==> config.mk <==
export PLATFORM = sky130hd
export DESIGN_NAME = signed_divider_16x8_flat
export DESIGN_NICKNAME = d
export VERILOG_FILES = /design/src/rtl/signed_divider_16x8_pkg.sv /design/src/rtl/signed_divider_16x8_if.sv /design/src/rtl/signed_divider_16x8.sv /design/src/flat_wrapper.sv
export SDC_FILE = /design/constraint.sdc
export NUM_CORES = 1
export LEC_CHECK = 0
export CORE_ASPECT_RATIO = 1.4
export CORE_MARGIN = 2
export CORE_UTILIZATION = 57
export CTS_BUF_LIST = sky130_fd_sc_hd__clkbuf_8
export CTS_CLUSTER_SIZE = 25
export DETAILED_ROUTE_END_ITERATION = 6
export GPL_TIMING_DRIVEN = 1
export MAX_ROUTING_LAYER = met4
export PLACE_DENSITY_LB_ADDON = 0.1
export SYNTH_ARGS = -nofsm -noshare
export SYNTH_HDL_FRONTEND = slang
export SYNTH_SLANG_ARGS = --single-unit
==> constraint.sdc <==
create_clock -name CLK -period 3 [get_ports CLK]
set_input_delay 0.3 -clock CLK [delete_from_list [all_inputs] [get_ports CLK]]
set_output_delay 0.3 -clock CLK [all_outputs]
set_load 0.05 [all_outputs]
==> src/rtl/signed_divider_16x8_pkg.sv <==
`default_nettype none
// ============================================================================
//  Module      : div_pkg
//  Description : Shared types and constants for the 16/8 signed divider.
//  Revision    : 1.0 - initial release
// ============================================================================
package div_pkg;

    // Operand / iteration widths, fixed to pair with the 8x8 multiplier
    localparam int DIVIDEND_W = 16;
    localparam int DIVISOR_W  = 8;
    localparam int ITER       = 16;

    // Quotient saturation limits
    localparam logic [DIVISOR_W-1:0] Q_MAX = 8'h7F;
    localparam logic [DIVISOR_W-1:0] Q_MIN = 8'h80;

    // Controller states
    typedef enum logic [1:0] {
        IDLE   = 2'd0,
        CALC   = 2'd1,
        FINISH = 2'd2
    } div_state_t;

    // Magnitude of a 16-bit two's complement value; -32768 maps to 0x8000
    function automatic logic [DIVIDEND_W-1:0] mag16(input logic [DIVIDEND_W-1:0] v);
        return v[DIVIDEND_W-1] ? (~v + 16'd1) : v;
    endfunction

    // Magnitude of an 8-bit two's complement value; -128 maps to 0x80
    function automatic logic [DIVISOR_W-1:0] mag8(input logic [DIVISOR_W-1:0] v);
        return v[DIVISOR_W-1] ? (~v + 8'd1) : v;
    endfunction

endpackage
`default_nettype wire

==> src/rtl/signed_divider_16x8_if.sv <==
`default_nettype none
// ============================================================================
//  Module      : signed_divider_16x8_if
//  Description : Request/result bundle for the 16/8 signed divider.
//  Revision    : 1.0 - initial release
// ============================================================================
interface signed_divider_16x8_if;
    import div_pkg::*;

    logic                   start;
    logic [DIVIDEND_W-1:0]  dividend;
    logic [DIVISOR_W-1:0]   divisor;
    logic                   busy;
    logic                   done;
    logic [DIVISOR_W-1:0]   quotient;
    logic [DIVISOR_W-1:0]   remainder;
    logic                   ovf;
    logic                   dbz;

    // Requester side
    modport master (
        output start, dividend, divisor,
        input  busy, done, quotient, remainder, ovf, dbz
    );

    // Divider side
    modport slave (
        input  start, dividend, divisor,
        output busy, done, quotient, remainder, ovf, dbz
    );

endinterface
`default_nettype wire

==> src/rtl/signed_divider_16x8.sv <==
`default_nettype none
// ============================================================================
//  Module      : signed_divider_16x8
//  Description : Sequential signed divider, 16-bit dividend by 8-bit divisor.
//                Sign-magnitude restoring division, 16 iterations, fixed
//                17-cycle latency from accept to done. Quotient truncates
//                toward zero and saturates on overflow; remainder follows
//                the dividend sign.
//  Revision    : 1.0 - initial release
// ============================================================================
module signed_divider_16x8
    import div_pkg::*;
(
    input  wire logic            CLK,
    input  wire logic            RST,
    signed_divider_16x8_if.slave bus
);

    localparam logic [3:0] c_LAST_ITER = 4'(ITER - 1);

    // ------------------------------------------------------------------
    // State
    // ------------------------------------------------------------------
    div_state_t             r_state;
    logic [3:0]             r_cnt;
    // Dividend magnitude shifts out MSB-first while quotient bits shift in
    logic [DIVIDEND_W-1:0]  r_dq;
    logic [DIVISOR_W-1:0]   r_dvs;
    logic [DIVISOR_W:0]     r_prem;
    logic                   r_neg_dvd;
    logic                   r_neg_dvs;
    logic                   r_dbz_pend;

    logic                   r_busy;
    logic                   r_done;
    logic [DIVISOR_W-1:0]   r_quot;
    logic [DIVISOR_W-1:0]   r_rem;
    logic                   r_ovf;
    logic                   r_dbz;

    // ------------------------------------------------------------------
    // Combinational step and result formatting
    // ------------------------------------------------------------------
    logic [DIVISOR_W+1:0]   w_shift;
    logic [DIVISOR_W:0]     w_diff;
    logic                   w_qbit;
    logic [DIVISOR_W:0]     w_prem_next;
    logic                   w_q_neg;
    logic                   w_ovf;
    logic [DIVISOR_W-1:0]   w_quot;
    logic [DIVISOR_W-1:0]   w_rem;

    // One restoring step: shift in next dividend bit, trial-subtract divisor
    always_comb begin
        w_shift     = {r_prem, r_dq[DIVIDEND_W-1]};
        w_qbit      = (w_shift >= {2'b00, r_dvs});
        // When the trial succeeds the true difference is below 256, so the
        // low 9 bits carry it exactly.
        w_diff      = w_shift[DIVISOR_W:0] - {1'b0, r_dvs};
        w_prem_next = w_qbit ? w_diff : w_shift[DIVISOR_W:0];
    end

    // Sign restoration and saturation of the finished magnitudes
    always_comb begin
        w_q_neg = r_neg_dvd ^ r_neg_dvs;
        w_ovf   = 1'b0;
        w_quot  = r_dq[DIVISOR_W-1:0];
        w_rem   = r_neg_dvd ? (8'd0 - r_prem[DIVISOR_W-1:0]) : r_prem[DIVISOR_W-1:0];
        if (w_q_neg) begin
            // Negative range reaches -128, so magnitude 128 is still exact
            w_ovf  = (r_dq > 16'd128);
            w_quot = w_ovf ? Q_MIN : (8'd0 - r_dq[DIVISOR_W-1:0]);
        end else begin
            w_ovf  = (r_dq > 16'd127);
            w_quot = w_ovf ? Q_MAX : r_dq[DIVISOR_W-1:0];
        end
        if (r_dbz_pend) begin
            w_ovf  = 1'b0;
            w_quot = '0;
            w_rem  = '0;
        end
    end

    // Controller and datapath: accept, iterate, register results
    always_ff @(posedge CLK) begin
        if (RST) begin
            r_state    <= IDLE;
            r_cnt      <= '0;
            r_dq       <= '0;
            r_dvs      <= '0;
            r_prem     <= '0;
            r_neg_dvd  <= 1'b0;
            r_neg_dvs  <= 1'b0;
            r_dbz_pend <= 1'b0;
            r_busy     <= 1'b0;
            r_done     <= 1'b0;
            r_quot     <= '0;
            r_rem      <= '0;
            r_ovf      <= 1'b0;
            r_dbz      <= 1'b0;
        end else begin
            r_done <= 1'b0;
            case (r_state)
                IDLE: begin
                    if (bus.start) begin
                        r_neg_dvd  <= bus.dividend[DIVIDEND_W-1];
                        r_neg_dvs  <= bus.divisor[DIVISOR_W-1];
                        r_dq       <= mag16(bus.dividend);
                        r_dvs      <= mag8(bus.divisor);
                        r_dbz_pend <= (bus.divisor == '0);
                        r_prem     <= '0;
                        r_cnt      <= '0;
                        r_busy     <= 1'b1;
                        r_state    <= CALC;
                    end
                end
                CALC: begin
                    // Divide-by-zero still iterates so latency never varies
                    r_prem <= w_prem_next;
                    r_dq   <= {r_dq[DIVIDEND_W-2:0], w_qbit};
                    r_cnt  <= r_cnt + 4'd1;
                    if (r_cnt == c_LAST_ITER) begin
                        r_state <= FINISH;
                    end
                end
                FINISH: begin
                    r_quot  <= w_quot;
                    r_rem   <= w_rem;
                    r_ovf   <= w_ovf;
                    r_dbz   <= r_dbz_pend;
                    r_done  <= 1'b1;
                    r_busy  <= 1'b0;
                    r_state <= IDLE;
                end
                default: begin
                    r_state <= IDLE;
                    r_busy  <= 1'b0;
                end
            endcase
        end
    end

    assign bus.busy      = r_busy;
    assign bus.done      = r_done;
    assign bus.quotient  = r_quot;
    assign bus.remainder = r_rem;
    assign bus.ovf       = r_ovf;
    assign bus.dbz       = r_dbz;

endmodule
`default_nettype wire
==> src/flat_wrapper.sv <==
// flat-port wrapper written by rule: the top's interface ports become plain ports
module signed_divider_16x8_flat import div_pkg::*;
  (CLK, RST, bus_start, bus_dividend, bus_divisor, bus_busy, bus_done, bus_quotient, bus_remainder, bus_ovf, bus_dbz);
  signed_divider_16x8_if bus_i ();
  input  wire logic CLK;
  input  wire logic RST;
  input wire logic [$bits(bus_i.start)-1:0] bus_start;
  input wire logic [$bits(bus_i.dividend)-1:0] bus_dividend;
  input wire logic [$bits(bus_i.divisor)-1:0] bus_divisor;
  output wire logic [$bits(bus_i.busy)-1:0] bus_busy;
  output wire logic [$bits(bus_i.done)-1:0] bus_done;
  output wire logic [$bits(bus_i.quotient)-1:0] bus_quotient;
  output wire logic [$bits(bus_i.remainder)-1:0] bus_remainder;
  output wire logic [$bits(bus_i.ovf)-1:0] bus_ovf;
  output wire logic [$bits(bus_i.dbz)-1:0] bus_dbz;
  assign bus_i.start = bus_start;
  assign bus_i.dividend = bus_dividend;
  assign bus_i.divisor = bus_divisor;
  assign bus_busy = bus_i.busy;
  assign bus_done = bus_i.done;
  assign bus_quotient = bus_i.quotient;
  assign bus_remainder = bus_i.remainder;
  assign bus_ovf = bus_i.ovf;
  assign bus_dbz = bus_i.dbz;
  signed_divider_16x8 u_core (.CLK(CLK), .RST(RST), .bus(bus_i));
endmodule
; Word-level counts from Yosys, hierarchy flattened
; Index checks and enable logic that the tools add are counted.
[op_classes]
eq_ne = 5
bitwise_logic = 4
shift = 0
n_reduce_logical = 7
addsub = 6
mul = 0
magnitude_cmp = 3
n_div = 0
n_mux = 23
[ops]
columns = cell, count
row1 = 2-to-1 mux 8 bit, 7
row2 = 2-to-1 mux 16 bit, 2
row3 = case mux 16 bit (2 select lines), 1
row4 = 2-to-1 mux 9 bit, 2
row5 = case mux 9 bit (2 select lines), 1
row6 = "adder 16 x 1 -> 16 bit, second input constant", 1
row7 = "greater-than comparator 16 x 7 -> 1 bit, second input constant", 1
row8 = "greater-than comparator 16 x 8 -> 1 bit, second input constant", 1
row9 = NOT 16 bit, 1
row10 = "subtractor 1 x 8 -> 8 bit, first input constant", 2
row11 = greater-or-equal comparator 10 x 8 -> 1 bit, 1
row12 = subtractor 9 x 8 -> 9 bit, 1
row13 = "adder 8 x 1 -> 8 bit, second input constant", 1
row14 = logical NOT 8 bit, 1
row15 = NOT 8 bit, 1
row16 = case mux 4 bit (2 select lines), 1
row17 = AND reduction 2 bit, 4
row18 = "adder 4 x 1 -> 4 bit, second input constant", 1
row19 = "equality test 4 bit, second input constant", 1
row20 = 2-to-1 mux 1 bit, 4
row21 = 2-to-1 mux 2 bit, 2
row22 = 2-to-1 mux 4 bit, 1
row23 = case mux 2 bit (2 select lines), 1
row24 = "equality test 2 x 1 -> 1 bit, second input constant", 1
row25 = 8 further kinds, 8
[totals]
ramBits = 0
output_inout_bits = 20
latchBits = 0
register_bits = 62
mem_count = 0
mem_bits_ro = 0

; Logic depth before layout (Yosys ltp)
[logic_depth]
depth_word = 5
mapped_depth = 10
depth_no_buf = 9

; Worst setup path after synthesis
; Ideal clock, no wire load.
[synth_path]
kind = register to register
startpoint = reg u_core.r_dq[15]
endpoint = reg u_core.r_prem[1]
required_ns = 2.878
n_path_buf = 1
stages_incl_launch_ff = 11
arrival_ns = 2.026
period_less_slack_ns = 2.148
setup_slack_ns = 0.852
cell_sequence = dfxtp_1 > inv_1 > ha_1 > inv_1 > fa_1 > a21o_1 > nand4_1 > a21oi_1 > or2_1 > clkbuf_1 > a311o_1
[synth_between]
elab_chain_cells = 3
elab_cells_between_ends = 4
cone_classes = add/sub (1) / order compare (1) / mux (2)
[synth_lines]
columns = item, line_no
row1 = "start, declared", signed_divider_16x8.sv:27  ; logic [DIVIDEND_W-1:0] r_dq;
row2 = "start signal, assigned", signed_divider_16x8.sv:108  ; r_dq <= mag16(bus.dividend);
row3 = "start signal, assigned", signed_divider_16x8.sv:120  ; r_dq <= {r_dq[DIVIDEND_W-2:0], w_qbit};
row4 = subtractor 9 x 8 -> 9 bit or greater-or-equal comparator 10 x 8 -> 1 bit (tied branches), "signed_divider_16x8.sv:59, signed_divider_16x8.sv:56"
row5 = 2-to-1 mux 9 bit *, signed_divider_16x8.sv:60  ; w_prem_next = w_qbit ? w_diff : w_shift[DIVISOR_W:0];
row6 = case mux 9 bit (2 select lines) *, signed_divider_16x8.sv:103  ; case (r_state)
row7 = "end signal, assigned", signed_divider_16x8.sv:119  ; r_prem <= w_prem_next;
row8 = "end, declared", signed_divider_16x8.sv:29  ; logic [DIVISOR_W:0] r_prem;
; Mark *: on every way between the ends. The rest lies on a longest branch, timed or not.
; A chain may end at the register's enable or synchronous reset.

; Final worst setup path
; Ends and elaborated chain as after synthesis.

==> metrics.cfg <==
[grt]
grt_max_degree = 40
antenna_found_initial = 0
grt_pass1_vias = 3071
gr-total-overflow = 0
grt_usage_pct = 25.5
grt_first_pass_wirelength_um = 14100

[synth]
synth_common_cells = dfxtp_1 (62), nor2_1 (48), nand2_1 (43)
synth_warnings = 0
synth_cell_type_count = 64
yosysMostFrequentCell = dfxtp_1
yosys-top-cells-area = dfxtp_1 (34%), nor2_1 (5.0%), ha_1 (4.5%)
synthFlopType = dfxtp_1
synth_top_cell_by_area = dfxtp_1
yosysTopAreaCellShare_pct = 34.2
postSynthNetCount = 478
avgSynthCellArea_um2 = 8.29
synth-seq-area-share_pct = 34.2
synth_edf_count = 0
synth_cells = 437
ys_seq_elements = 62
synthArstFlopShare_pct = 0
syn_area_mm2 = 0.00362

[timing]
fmax_mhz = 399
drv_slew = 0
timing.final.crit_period_ns = 2.51
whs_ns = 0.454
finalSetupViolCount = 0
max_slew.worst_pin.slew_ns = 0.808
fin_skew_ns = 0.00836
finalSetupTns_ns = 0
timing.final.crit_share_pct = 83.5
slew_headroom_pct = 45.9
final-hold-violation-count = 0
rsz0062_at_grt = false

[floorplan]
io_pins = 47
die_h_um = 98.4
fp.dieArea_mm2 = 0.00702
rows = 34
initial_core_util_pct = 58.8
core_area_mm2 = 0.00617
fp.dieW_um = 71.4

[clock_network]
clock_path_buffers = 2
cts_hold_buf = 0
clk_latency_ns = 0.34
cts_tree = yes
cts.sinks = 62
cts-buffers-inserted = 9
post-cts-setup-buffers = 0
ctsResizeCount = 0
cts-root-buf = clkbuf_8
clkTransAtPathRegs_ns = 0.07
h-tree-depth = 3

[finish]
regArea_mm2 = 0.00124
fillCellCount = 528
antennaDiodeCount = 0
area_delta_synth_final_pct = 18.0
final_area_mm2 = 0.00428
multi_input_area_mm2 = 0.00220
drive_above_1_share_pct = 7.76
final_nets = 513

[worst_setup_path]
critPathMaxFanout = 12
critPathLaunch = u_core.r_dq[15]$_SDFFE_PP0P_
required_ns = 3.22
rr_startpoint = u_core.r_dq[15]$_SDFFE_PP0P_
endpoint_kind = flip-flop
worst_setup_path_start_kind = flip-flop
critPathKind = flip-flop to flip-flop
r2r_slack_ns = 0.49
arrival_ns = 2.73

[drt]
avgRoutedWirePerCell_um = 15.1
drtIter0Drc = 259
ant_nets = 0
firstDrtPassIters = 5
via_per_inst = 6.11
drt-total-wl_um = 8270
via_count = 3356
drc = 0

[pwr]
p_sw_uw = 781
p_leak_nw = 1.56
ir_worst_vdd_v = 0.000295
internal_power_mw = 1.52
seqPwrFrac_pct = 40.9
power.share.clock_pct = 30.6
switching_share_pct = 34.0
combPwrFrac_pct = 28.5
pwr_density_cell_mw_per_mm2 = 537

[job]
max_cap_viol_count = 0

[worst_hold_path]
worst_hold_path_type = flip-flop to flip-flop
holdCritStartpoint = u_core.bus.quotient[4]$_SDFFE_PP0P_

[placement]
gp_congestion = 0.905
port_buffers = 46
placed_area_mm2 = 0.00409
hpwlAfterDp_um = 6270

[status]
outcome = completed

[registers in the layout, summed over array words and instances (netlist names), 2 cells and up]
signal / flops
u_core.bus.quotient: 8
u_core.r_cnt: 4
u_core.r_state: 2
u_core.r_dq: 16
u_core.r_prem: 9
u_core.bus.remainder: 8
u_core.r_dvs: 8
[kinds of logic (layout without fill, tap and decap cells)]
family / Yosys count / count (layout) / synth area share [%]
and+or+nand+nor: 156 / 156 / 21.6
adders and majority gates: 14 / 14 / 5.04
muxes: 3 / 3 / 0.828
buffers and inverters: 45 / 85 / 5.14
xor gates and xnor gates: 29 / 29 / 7.42
AOI/OAI and AO/OA: 128 / 128 / 25.7
DFF: 62 / 62 / 34.2
[path summary, 6_finish.rpt]
check                                                           end  cells past startpoint
worst max register to register        u_core.r_prem[1]$_SDFFE_PP0P_                      9
worst max-delay path                  u_core.r_prem[1]$_SDFFE_PP0P_                      9
worst min-delay path            u_core.bus.quotient[4]$_SDFFE_PP0P_                      2
worst min register to register  u_core.bus.quotient[4]$_SDFFE_PP0P_                      2
[per-stage QoR]
stage	worst slack, ns	instances	total power [mW]	utilization (%)
floorplan	0.852	437	1.45	-
global placement	0.625	533	1.58	66.3
detailed placement	0.556	533	1.60	66.3
CTS	0.524	549	2.30	69.4
global route	0.264	549	2.42	69.4
finish	0.494	549	2.30	69.4
[power by group through the flow]
stage	combinational, mW	sequential, mW	clock [mW]
global route	0.730	0.946	0.743
detailed placement	0.642	0.958	0
floorplan	0.513	0.935	0
CTS	0.648	0.939	0.713
finish	0.654	0.940	0.702
global placement	0.629	0.956	0
[cell usage in the layout (no fill, tap or decap), types with 5 or more instances in the layout]
| cell | n |
|---|---|
| or3_1 | 6 |
| o31ai_1 | 7 |
| buf_4 | 5 |
| xnor2_1 | 13 |
| nand3_1 | 7 |
| o22ai_1 | 7 |
| a21oi_1 | 27 |
| clkdlybuf4s50_1 | 45 |
| dfxtp_1 | 62 |
| xor2_1 | 14 |
| a22oi_1 | 16 |
| nand2b_1 | 11 |
| clkbuf_8 | 9 |
| o21ai_0 | 9 |
| a222oi_1 | 8 |
| o21ai_1 | 6 |
| nor4_1 | 6 |
| a211oi_1 | 7 |
| nor3_1 | 6 |
| o211ai_1 | 11 |
| nand2_1 | 43 |
| inv_1 | 18 |
| nor2_1 | 48 |
| ha_1 | 13 |
[metal layers]
metal / GRT usage, % / part of all wire [%] / wire length (um) / up-vias
li1: - / - / - / 1672
met4: 9.58 / 1.8 / 145 / 0
met2: 43.9 / 53 / 4360 / 88
met3: 4.13 / 3.2 / 266 / 17
met5: - / 0 / 0 / -
met1: 29.3 / 42 / 3500 / 1579
[area by class of cell]
type / instances / area share, %
multi-input cells: 330 / 51.4
flip-flops and latches: 62 / 29.0
repair buffers: 51 / 11.5
clock buffers: 9 / 2.90
well taps: 72 / 2.11
inverters: 18 / 1.58
clock inverters: 7 / 1.52
[worst max-delay path, cell delays in order, from the launching register on]
cell and delay [ns]:
dfxtp_1 0.34, inv_1 0.06, ha_1 0.15, inv_1 0.06
fa_1 0.46, a21o_1 0.19, nand4_1 0.12, a21oi_1 0.26
or2_1 0.40, a311o_1 0.33
Note: power is estimated with default switching activity, not from simulation.
